File: config.mk
export PLATFORM = sky130hd
export DESIGN_NAME = shift_unit
export DESIGN_NICKNAME = d
export VERILOG_FILES = /design/src/rtl/shift_unit.sv
export SDC_FILE = /design/constraint.sdc
export NUM_CORES = 1
export LEC_CHECK = 0
export ABC_AREA = 0
export CAP_MARGIN = 20
export CORE_ASPECT_RATIO = 1.25
export CORE_MARGIN = 4
export CORE_UTILIZATION = 30
export DETAILED_ROUTE_END_ITERATION = 10
export PLACE_DENSITY = 0.56
export SYNTH_ARGS = -nofsm -noshare
export SYNTH_HDL_FRONTEND = slang
export SYNTH_SLANG_ARGS = --single-unit
export TNS_END_PERCENT = 100
File: constraint.sdc
create_clock -name CLK -period 2.8 [get_ports CLK]
set_input_delay 0.42 -clock CLK [delete_from_list [all_inputs] [get_ports CLK]]
set_output_delay 0.42 -clock CLK [all_outputs]
set_load 0.03 [all_outputs]
File: src/rtl/shift_unit.sv
// Multi-cycle shifter (SLL/SRL/SRA, optional ROR) moving one bit position per clock.
// Define SHIFT_ROTATE_EN to build the rotate datapath; otherwise MODE=11 is a pass-through.
module shift_unit #(
   parameter int WIDTH   = 8,
   parameter int SHAMT_W = 8
) (
   input  logic               CLK,
   input  logic               RESET,
   input  logic               START,
   input  logic [1:0]         MODE,
   input  logic [WIDTH-1:0]   DATA_IN,
   input  logic [SHAMT_W-1:0] SHAMT,
   output logic               BUSY,
   output logic               DONE,
   output logic [WIDTH-1:0]   RESULT,
   output logic               ZERO,
   output logic [1:0]         DBG_STATE
);

   localparam int LW = $clog2(WIDTH);
   localparam int CW = LW + 1;
   localparam logic [SHAMT_W:0] WIDTH_S = (SHAMT_W + 1)'(WIDTH);
   localparam logic [CW-1:0]    WIDTH_C = CW'(WIDTH);

   typedef enum logic [1:0] {
      S_IDLE  = 2'd0,
      S_SHIFT = 2'd1,
      S_FIN   = 2'd2
   } state_t;

   // Handshake: START is sampled only in IDLE/FIN; BUSY is high exactly in SHIFT;
   // DONE is a one-cycle pulse in FIN, when RESULT/ZERO have just been updated.
   state_t           state_q;
   logic [WIDTH-1:0] work_q;
   logic [WIDTH-1:0] work_d;
   logic [WIDTH-1:0] result_q;
   logic [1:0]       mode_q;
   logic [CW-1:0]    count_q;
   logic [CW-1:0]    count_d;
   logic             busy_q;
   logic             done_q;
   logic             zero_q;
   logic [SHAMT_W:0] shamt_ext;

   assign shamt_ext = {1'b0, SHAMT};

   // Effective amount: linear shifts saturate at WIDTH, rotate wraps modulo WIDTH.
   always_comb begin
      count_d = (shamt_ext >= WIDTH_S) ? WIDTH_C : shamt_ext[CW-1:0];
      if (MODE == 2'b11) begin
`ifdef SHIFT_ROTATE_EN
         count_d = {1'b0, SHAMT[LW-1:0]};
`else
         count_d = '0;
`endif
      end
   end

   always_comb begin
      work_d = work_q;
      case (mode_q)
         2'b00:   work_d = {work_q[WIDTH-2:0], 1'b0};
         2'b01:   work_d = {1'b0, work_q[WIDTH-1:1]};
         2'b10:   work_d = {work_q[WIDTH-1], work_q[WIDTH-1:1]};
`ifdef SHIFT_ROTATE_EN
         2'b11:   work_d = {work_q[0], work_q[WIDTH-1:1]};
`endif
         default: work_d = work_q;
      endcase
   end

   always_ff @(posedge CLK) begin
      if (RESET) begin
         state_q  <= S_IDLE;
         work_q   <= '0;
         mode_q   <= 2'b00;
         count_q  <= '0;
         result_q <= '0;
         busy_q   <= 1'b0;
         done_q   <= 1'b0;
         zero_q   <= 1'b1;
      end else begin
         done_q <= 1'b0;
         case (state_q)
            S_IDLE, S_FIN: begin
               if (START) begin
                  state_q <= S_SHIFT;
                  work_q  <= DATA_IN;
                  mode_q  <= MODE;
                  count_q <= count_d;
                  busy_q  <= 1'b1;
               end else begin
                  state_q <= S_IDLE;
               end
            end
            S_SHIFT: begin
               if (count_q != '0) begin
                  work_q  <= work_d;
                  count_q <= count_q - CW'(1);
               end else begin
                  state_q  <= S_FIN;
                  result_q <= work_q;
                  zero_q   <= (work_q == '0);
                  done_q   <= 1'b1;
                  busy_q   <= 1'b0;
               end
            end
            default: begin
               state_q <= S_IDLE;
               busy_q  <= 1'b0;
            end
         endcase
      end
   end

   assign BUSY      = busy_q;
   assign DONE      = done_q;
   assign RESULT    = result_q;
   assign ZERO      = zero_q;
   assign DBG_STATE = state_q;

endmodule

==> metrics.md, run 1 <==
| Metric | Value |
|---|---|
| Run status | `completed` |
| Rows | `26` |
| N_diodes | `0` |
| Combinational power share | `0.281` |
| Vias in the first global route | `around 1200` |
| Yosys top cell area share | `0.414` |
| DR pass1 iterations | `4` |
| Slew @ Worst Pin | `0.832 ns` |
| Setup crit end kind | `flip-flop` |
| Fillers | `447` |
| Syn Nets | `179` |
| Worst-path maximum fanout | `20` |
| RSZ-0062 raised after global routing | `false` |
| Routed Antenna Nets | `0` |
| Reg2reg path depth | `6` |
| Synthesized flop and latch total | `27` |
| Worst Hold Launch | `RESULT[7]$_SDFFE_PP0P_` |
| Gpl congestion | `0.752` |
| # DRC | `0` |
| Post-synth EDFFs | `0` |
| CP Cell Sequence | `inv_1, ha_1, nor3b_1, o21a_1, or4_1, a21oi_1` |
| Yosys top cell by area | `dfxtp_1` |
| Number of synthesis warnings | `0` |
| Post-synth cell types | `32` |
| CP Data Required Time | `roughly 3.0 ns` |
| Initial antenna violation count | `0` |
| Worst-Skew Late Latency | `approximately 0.27 ns` |
| Critical-path top delay cell | `or4_1` |
| CTS max path bufs | `2` |
| Max-Cap Viols | `0` |
| Avg Inst Size Synth | `8.47 um^2` |
| Clock slew at reported path FFs | `0.09 ns` |
| Largest net degree at the start of global routing | `22` |
| Fin crit period | `2.02 ns` |
| Switch Pwr | `0.000296 W` |
| Wire per inst | `13.3 um` |
| Critical path arrival | `2.21 ns` |
| Post-DP HPWL | `2420 um` |
| Hold Path Class | `reg2reg` |
| Clock sink count | `27` |
| Most area-consuming cells after synthesis | `dfxtp_1 41%, a21oi_1 6.5%, a221oi_1 5.4%` |
| CTS root buf | `clkbuf_8` |
| Setup Buffers After CTS | `0` |
| Setup TNS | `0 ns` |
| Hold path cells | `2` |
| Fraction of layout cells with a size suffix above 1 | `0.0652` |
| Vias per inst | `5.11` |
| Die area | `5480 um^2` |
| FMAX | `0.494 GHz` |
| Cell Pwr Density | `540 nW/um^2` |
| Area of the multi-input gates | `between 600 and 700 um^2` |
| Clock Skew | `0.00319 ns` |
| WS Path Type | `reg2reg` |
| Vias | `1227` |
| Finished Layout Cells | `240` |
| CTS tree | `done` |
| Register Area | `541 um^2` |
| Placeable Area | `between 4000 and 5000 um^2` |
| GRT Residual Overflow | `0` |
| Worst Hold Endpoint | `RESULT[7]$_SDFFE_PP0P_` |
| Initial Utilization | `0.316` |
| Drt total wl | `3190 um` |
| Post-synthesis cell count | `approximately 150` |
| Worst Setup Start Kind | `flip-flop` |
| Leak | `0.609 nW` |
| R2r endpoint | `work_q[4]$_SDFFE_PP0P_` |
| Layout Nets | `210` |
| Switching Fraction | `0.317` |
| GRT Util Overall | `0.124` |
| Post-CTS Hold Fix Bufs | `0` |
| CTS buffer count | `3` |
| Endpoints failing hold | `0` |
| Register area share after synthesis | `0.414` |
| Slew Viols, Final | `0` |
| H-tree levels | `1` |
| # IOs | `34` |
| Placed Instances | `236` |
| Final Setup Violations | `0` |
| Area Growth Syn to Fin | `32.3%` |
| Clk pwr share | `0.236` |
| FFs w/ async S/R, synth | `0` |
| CP startpoint | `count_q[0]$_SDFFE_PP0P_` |
| Internal | `0.000637 W` |
| Die Width | `67.0 um` |
| Sequential power share | `0.483` |
| Worst vdd ir | `0.000261 V` |
| Relative slew slack | `0.443` |
| DIE HEIGHT | `81.7 um` |
| Max stage delay on crit path | `0.59 ns` |
| First-pass GRT wire length | `5320 um` |
| IO Port Bufs | `33` |
| Reg-to-reg critical path startpoint | `count_q[0]$_SDFFE_PP0P_` |
| Synthesized area | `1310 um^2` |
| CTS resizes | `0` |
| Fin crit share | `0.723` |
| DRT iter0 DRCs | `37` |
| Synth Flop Type | `dfxtp_1` |
| Reg2Reg Setup Slack | `0.78 ns` |
per-stage QoR:
| step | util | worst slack, ns | hold WS [ns] | total power [W] | area (um^2) |
|---|---|---|---|---|---|
| 2_1_floorplan | - | 1.08 | 0.466 | 0.000631 | 1310 |
| 3_3_place_gp | 0.407 | 0.680 | 0.443 | 0.000717 | 1680 |
| 3_5_place_dp | 0.407 | 0.628 | 0.447 | 0.000722 | 1680 |
| 4_1_cts | 0.418 | 0.760 | 0.460 | 0.000943 | 1730 |
| 5_1_grt | 0.418 | 0.635 | 0.480 | 0.000986 | 1730 |
| 6_report | 0.418 | 0.776 | 0.456 | 0.000932 | 1730 |
Yosys cell counts, types with 3 or more instances:
cell / count
clkbuf_1: 5
or4_1: 6
o21ai_0: 9
dfxtp_1: 27
a221oi_1: 8
ha_1: 4
nor4_1: 3
nor2_1: 16
nand3_1: 10
a21oi_1: 17
buf_2: 4
inv_1: 5
nand2_1: 14
kinds of logic (layout without fill, tap and decap cells):
group / after synthesis / after routing / synth area share
compound gates: 45 / 45 / 0.227
xor+xnor: 2 / 2 / 0.0134
fa+ha+maj: 4 / 4 / 0.0384
buf+inv: 16 / 46 / 0.0556
flops: 27 / 27 / 0.414
mux: 2 / 2 / 0.0153
simple gates: 58 / 58 / 0.236
worst max-delay path by stage:
stage / to / slack [ns] / depth (start not counted)
final: work_q[4]$_SDFFE_PP0P_ / 0.78 / 6
after global routing: work_q[4]$_SDFFE_PP0P_ / 0.63 / 4
after CTS: work_q[4]$_SDFFE_PP0P_ / 0.76 / 6
after detailed placement: count_q[1]$_SDFFE_PP0P_ / 0.63 / 5
after global placement: count_q[0]$_SDFFE_PP0P_ / 0.68 / 5
after floorplan: work_q[2]$_SDFFE_PP0P_ / 1.08 / 7
power groups by stage:
stage               logic (W)  clock network [W]  registers (W)
finish               0.000262           0.000220       0.000451
global route         0.000288           0.000243       0.000456
global placement     0.000259                  0       0.000458
detailed placement   0.000264                  0       0.000458
CTS                  0.000265           0.000228       0.000450
floorplan            0.000161                  0       0.000469
sequential cells by signal, summed over array words and instances (netlist names):
register,flops
work_q,8
DONE,1
DBG_STATE,2
BUSY,1
ZERO,1
RESULT,8
count_q,4
mode_q,2
cells in the final DEF, fill, tap and decap left out:
cell type	netlist	final
dfxtp_1	27	27
and2b_1	1	1
clkbuf_8	0	3
a211o_1	2	2
o21a_1	2	2
nor4_1	3	3
a21oi_1	17	17
nor3b_1	1	1
nor2_1	16	16
nor3_1	2	2
or4_4	1	1
a311oi_1	2	2
a221oi_1	8	8
buf_4	0	4
o211ai_1	1	1
a211oi_1	1	1
a31oi_1	1	1
ha_1	4	4
and2_1	1	1
inv_1	5	5
nand2b_1	1	1
clkdlybuf4s50_1	0	33
o21ai_0	9	9
nand2b_2	1	1
or4_1	6	6
clkbuf_1	5	1
a211oi_2	2	2
nor4b_4	1	1
nand3_1	10	10
mux2i_1	2	2
nand2_1	14	14
xor2_1	2	2
critical path, delay by kind of cell (launching register included):
kind                     cells  cell delay (ns)
buffers and inverters        1             0.08
flip-flops                   1             0.35
AND/OR/NAND/NOR              2             0.75
adder cells (fa/ha/maj)      1             0.22
AO/OA/AOI/OAI                2             0.53
metal layers:
metal,track usage,wire [um],part of all wire
met1,0.148,1380,0.43
met2,0.222,1610,0.50
met3,0.0192,170,0.053
met4,0.0426,26,0.0081
met5,0,0,0
final cells by class:
| type | count | share of cell area |
|---|---|---|
| Multi-Input combinational cell | 111 | 0.401 |
| Sequential cell | 27 | 0.313 |
| Tap cell | 56 | 0.0406 |
| Clock buffer | 4 | 0.0261 |
| Timing Repair Buffer | 37 | 0.209 |
| Inverter | 5 | 0.0109 |
No activity file was read; power rests on OpenSTA's default activity.
==> inputs of run 2 (changes only) <==
--- a/config.mk
+++ b/config.mk
@@ -11,7 +11,7 @@
 export CORE_MARGIN = 4
 export CORE_UTILIZATION = 30
 export DETAILED_ROUTE_END_ITERATION = 10
-export PLACE_DENSITY = 0.56
+export PLACE_DENSITY = 0.58
 export SYNTH_ARGS = -nofsm -noshare
 export SYNTH_HDL_FRONTEND = slang
 export SYNTH_SLANG_ARGS = --single-unit
==> constraint.sdc (replaced) <==
create_clock -name CLK -period 1.7 [get_ports CLK]
set_input_delay 0.255 -clock CLK [delete_from_list [all_inputs] [get_ports CLK]]
set_output_delay 0.255 -clock CLK [all_outputs]
set_load 0.03 [all_outputs]
==> metrics.md, run 2 (synthesized netlist as in run 1, its figures left out) <==
| Metric | Value |
|---|---|
| Drt total wl | `3440 um` |
| Commonest cells after routing, fill and taps aside | `33 x clkdlybuf4s50_1, 22 x dfxtp_1, 16 x nor2_1` |
| Post-DP HPWL | `approximately 2400 um` |
| N_diodes | `0` |
| Most common cell after layout, fill and taps aside | `clkdlybuf4s50_1` |
| CTS tree | `done` |
| Final Util | `0.476` |
| Area Growth Syn to Fin | `50.7%` |
| Cell Pwr Density | `861 nW/um^2` |
| CTS max path bufs | `2` |
| Rows | `26` |
| Initial antenna violation count | `0` |
| Slew Viols, Final | `0` |
| Setup crit end kind | `flip-flop` |
| Fillers | `418` |
| R2r endpoint | `work_q[5]$_SDFFE_PP0P_` |
| Reg-to-reg critical path startpoint | `count_q[0]$_SDFFE_PP0P_` |
| Vias | `~1300` |
| CP Cell Sequence | `inv_2, ha_4, nor3b_4, o21a_4, or4_4, a21oi_1` |
| GRT Residual Overflow | `0` |
| Clock Skew | `~0.006 ns` |
| Worst Setup Start Kind | `flip-flop` |
| H-tree levels | `1` |
| Relative slew slack | `0.771` |
| Vias per inst | `slightly above 5` |
| GRT Util Overall | `0.134` |
| Worst Hold Endpoint | `RESULT[1]$_SDFFE_PP0P_` |
| Hold path cells | `2` |
| Top cell family by delay on the critical path | `simple AND/OR/NAND/NOR gates` |
| Max stage delay on crit path | `0.53 ns` |
| Reg2reg path depth | `6` |
| Worst Path Buf+Inv | `1` |
| Endpoints failing hold | `0` |
| Clock sink count | `27` |
| WS Path Type | `reg2reg` |
| Vias in the first global route | `1284` |
| Place WS | `-0.290 ns` |
| First-pass GRT wire length | `5720 um` |
| Worst-path maximum fanout | `6` |
| Fraction of layout cells with a size suffix above 1 | `0.249` |
| DIE HEIGHT | `just over 80 um` |
| Hold Path Class | `reg2reg` |
| # IOs | `34` |
| Die area | `5480 um^2` |
| Final Setup Violations | `0` |
| # DRC | `0` |
| Critical path arrival | `1.86 ns` |
| CP Data Required Time | `1.91 ns` |
| Leak | `0.699 nW` |
| Final setup margin | `0.0499 ns` |
| Worst vdd ir | `0.000309 V` |
| Clock slew at reported path FFs | `0.10 ns` |
| Worst Hold Launch | `RESULT[1]$_SDFFE_PP0P_` |
| Routed Antenna Nets | `0` |
| DR pass1 iterations | `4` |
| Layout Nets | `~220` |
| Wire per inst | `13.6 um` |
| DRT iter0 DRCs | `about 100` |
| Slew @ Worst Pin | `0.342 ns` |
| Worst-Skew Late Latency | `0.27 ns` |
| Critical-path top delay cell | `or4_4` |
| Run status | `completed` |
| FMAX | `0.606 GHz` |
| Largest net degree at the start of global routing | `28` |
| IO Port Bufs | `33` |
| Placeable Area | `4130 um^2` |
| Reg2Reg Setup Slack | `between 0.04 and 0.05 ns` |
| Fin crit share | `0.971` |
| RSZ-0062 raised after global routing | `true` |
| Fin crit period | `1.65 ns` |
| Gpl congestion | `0.860` |
| Max-Cap Viols | `0` |
| Initial Utilization | `0.316` |
| CTS buffer count | `3` |
| Die Width | `67.0 um` |
| CTS root buf | `clkbuf_8` |
[run 2: layout make-up]
class	count	area (um^2)	share of cell area
clock buffers	3	41.3	0.0210
clock inverters	1	7.51	0.00382
inverters	5	18.8	0.00954
multi-input cells	112	791	0.402
flip-flops and latches	27	547	0.278
well taps	56	70.1	0.0356
repair buffers	49	492	0.250
[run 2: worst max-delay path by stage]
stage	from	to	cells past startpoint
finish	count_q[0]$_SDFFE_PP0P_	work_q[5]$_SDFFE_PP0P_	6
global route	SHAMT[6]	count_q[1]$_SDFFE_PP0P_	5
CTS	count_q[1]$_SDFFE_PP0P_	work_q[4]$_SDFFE_PP0P_	6
detailed placement	SHAMT[6]	count_q[0]$_SDFFE_PP0P_	5
global placement	SHAMT[6]	count_q[0]$_SDFFE_PP0P_	5
floorplan	count_q[0]$_SDFFE_PP0P_	work_q[2]$_SDFFE_PP0P_	7
[run 2: worst reg2reg max path, cell delays in order, from the launching register on]
cell and delay [ns]:
dfxtp_2 0.34, inv_2 0.05, ha_4 0.15, nor3b_4 0.16, o21a_4 0.23, or4_4 0.53, a21oi_1 0.12
[run 2: layer usage]
metal	wire length, um	up-vias	GRT usage
li1	-	650	-
met1	1510	595	0.158
met2	1760	34	0.238
met3	139	2	0.0219
met4	25	0	0.0548
met5	0	-	0
[run 2: what timing repair did]
item                       CTS  global route
hold buffers                 0             0
pin swaps                    9             9
setup endpoints to repair   12            11
gates cloned                 1             0
resized for setup            7            21
buffers inserted             0             2
[run 2: power breakdown]
group / leakage (nW) / internal [W] / switching, W
logic: 0.454 / 0.000289 / 0.000284
registers: 0.223 / 0.000691 / 0.0000559
clock network: 0.0217 / 0.000166 / 0.000206
total: 0.699 / 0.00115 / 0.000546
[run 2: per-stage QoR]
stage	hold WS [ns]	std cells	cell area (um^2)	setup TNS, ns	power, W
global route	0.475	253	1970	-0.0656	0.00180
CTS	0.461	251	1880	0	0.00166
detailed placement	0.447	247	1810	-2.17	0.00127
global placement	0.441	247	1810	-1.59	0.00125
finish	0.456	253	1970	0	0.00169
floorplan	0.399	154	1310	0	0.00104
==> inputs of run 3 (changes only) <==
--- a/config.mk
+++ b/config.mk
@@ -9,9 +9,9 @@
 export CAP_MARGIN = 20
 export CORE_ASPECT_RATIO = 1.25
 export CORE_MARGIN = 4
-export CORE_UTILIZATION = 30
+export CORE_UTILIZATION = 43
 export DETAILED_ROUTE_END_ITERATION = 10
-export PLACE_DENSITY = 0.58
+export PLACE_DENSITY = 0.85
 export SYNTH_ARGS = -nofsm -noshare
 export SYNTH_HDL_FRONTEND = slang
 export SYNTH_SLANG_ARGS = --single-unit
==> metrics.md, run 3 (synthesized netlist as in run 1, its figures left out) <==
| Metric | Value |
|---|---|
| Leak | `a little over 0.7 nW` |
| N_diodes | `0` |
| GRT Util Overall | `0.192` |
| Setup crit end kind | `flip-flop` |
| Top routing layer used | `met4` |
| Vias per inst | `5.79` |
| Placeable Area | `2920 um^2` |
| Sequential power share | `0.457` |
| Clock Skew | `0.00241 ns` |
| Worst-Skew Late Latency | `0.33 ns` |
| Relative slew slack | `0.768` |
| Die Width | `57.3 um` |
| Endpoints failing hold | `0` |
| First-pass GRT wire length | `6210 um` |
| Final Setup Violations | `2` |
| Initial antenna violation count | `0` |
| Most common cell after layout, fill and taps aside | `clkdlybuf4s50_1` |
| Switching Fraction | `0.341` |
| Switch Pwr | `0.000561 W` |
| RSZ-0062 raised after global routing | `true` |
| Gpl congestion | `around 0.84` |
| Place WS | `-0.302 ns` |
| Die area | `3990 um^2` |
| Routed Antenna Nets | `0` |
| Initial Utilization | `0.447` |
| Met2 WL | `1930 um` |
| Commonest cells after routing, fill and taps aside | `32 x clkdlybuf4s50_1, 22 x dfxtp_1, 19 x buf_4` |
| Worst-path maximum fanout | `7` |
| CTS max path bufs | `2` |
| Vias | `1367` |
| CP Data Required Time | `1.92 ns` |
| Internal | `0.00108 W` |
| CP startpoint | `count_q[0]$_SDFFE_PP0P_` |
| Worst Setup EP | `count_q[1]$_SDFFE_PP0P_` |
| Setup TNS | `-0.00337 ns` |
| Slew Viols, Final | `0` |
| Wire per inst | `roughly 16 um` |
| R2r endpoint | `count_q[1]$_SDFFE_PP0P_` |
| Fraction of layout cells with a size suffix above 1 | `0.275` |
| Vias in the first global route | `1412` |
| # DRC | `0` |
| Cell Pwr Density | `853 nW/um^2` |
| Clock sink count | `27` |
| DR pass1 iterations | `4` |
| Hold Path Class | `reg2reg` |
| IO Port Bufs | `33` |
| Met1 WL | `1410 um` |
| H-tree levels | `1` |
| Combinational power share | `0.370` |
| Failing checks | `negative setup slack` |
| Critical path arrival | `approximately 1.9 ns` |
| Slew @ Worst Pin | `0.348 ns` |
| CTS tree | `done` |
| Max-Cap Viols | `0` |
| Largest net degree at the start of global routing | `28` |
| Reg2Reg Setup Slack | `-0.002 ns` |
| Reg-to-reg critical path startpoint | `count_q[0]$_SDFFE_PP0P_` |
| Drt total wl | `3700 um` |
| FMAX | `0.587 GHz` |
| Fin crit share | `1.00` |
| CTS root buf | `clkbuf_4` |
| Post-DP HPWL | `approximately 2500 um` |
| Run status | `finished with violations` |
| Met3 wire length | `224 um` |
| DIE HEIGHT | `69.6 um` |
| Reg2reg path depth | `8` |
| Layout Nets | `~230` |
| Post-CTS Hold Fix Bufs | `0` |
| Final Util | `0.661` |
| Clock slew at reported path FFs | `between 0.1 and 0.15 ns` |
| WS Path Type | `reg2reg` |
| GRT Residual Overflow | `0` |
| Rows | `22` |
| DRT iter0 DRCs | `between 80 and 90` |
| Worst Setup Start Kind | `flip-flop` |
| Fin crit period | `1.70 ns` |
| Clk pwr share | `0.173` |
| Final setup margin | `-0.00239 ns` |
| # IOs | `34` |
| Area Growth Syn to Fin | `47.8%` |
| CTS buffer count | `3` |
| Final Power | `0.00164 W` |
| Worst vdd ir | `0.000472 V` |
## run 3: what timing repair did
| item | 4_1_cts | 5_1_grt |
|---|---|---|
| setup buffers | 3 | 0 |
| endpoints found under the setup margin | 25 | 11 |
| pin swaps | 9 | 5 |
| endpoints found under the hold margin | 0 | 0 |
| gates resized for setup | 22 | 16 |
## run 3: critical path, cell delays in order (launching register included)
cell	delay, ns
dfxtp_2	0.36
inv_2	0.05
ha_4	0.15
nor3b_4	0.16
o21a_4	0.23
buf_6	0.13
buf_4	0.17
a211oi_2	0.26
a211oi_2	0.07
## run 3: power by group through the flow
stage,sequential [W],combinational (W),clock [W]
floorplan,0.000774,0.000267,0
global placement,0.000751,0.000479,0
detailed placement,0.000756,0.000506,0
CTS,0.000748,0.000568,0.000282
global route,0.000759,0.000660,0.000310
finish,0.000752,0.000609,0.000284
## run 3: how the worst min path moves through the flow
stage | slack, ns | from | to | cells after the start
floorplan | 0.40 | MODE[0] | mode_q[0]$_SDFFE_PP0N_ | 2
global route | 0.49 | RESULT[3]$_SDFFE_PP0P_ | RESULT[3]$_SDFFE_PP0P_ | 2
global placement | 0.44 | RESULT[7]$_SDFFE_PP0P_ | RESULT[7]$_SDFFE_PP0P_ | 2
CTS | 0.47 | RESULT[5]$_SDFFE_PP0P_ | RESULT[5]$_SDFFE_PP0P_ | 2
detailed placement | 0.45 | RESULT[5]$_SDFFE_PP0P_ | RESULT[5]$_SDFFE_PP0P_ | 2
finish | 0.46 | RESULT[6]$_SDFFE_PP0P_ | RESULT[6]$_SDFFE_PP0P_ | 2
## run 3: cell type report
cell class                 count  area, um^2
sequential                    27         547
multi-input combinational    111         806
inverter                       5        18.8
tap                           36        45.0
timing repair buffer          53         487
clock buffer                   4        26.3
fill                         249         988
## run 3: per-stage QoR
stage | cell area (um^2) | hold slack, ns | std cells
after global routing | 1930 | 0.490 | 236
after floorplan | 1310 | 0.399 | 154
after global placement | 1770 | 0.442 | 230
final | 1930 | 0.465 | 236
after detailed placement | 1770 | 0.448 | 230
after CTS | 1880 | 0.467 | 236
## run 3: per-layer routing
layer,GRT usage,vias up
li1,-,654
met1,0.223,635
met5,0,-
met4,0.101,0
met2,0.337,61
met3,0.0205,17
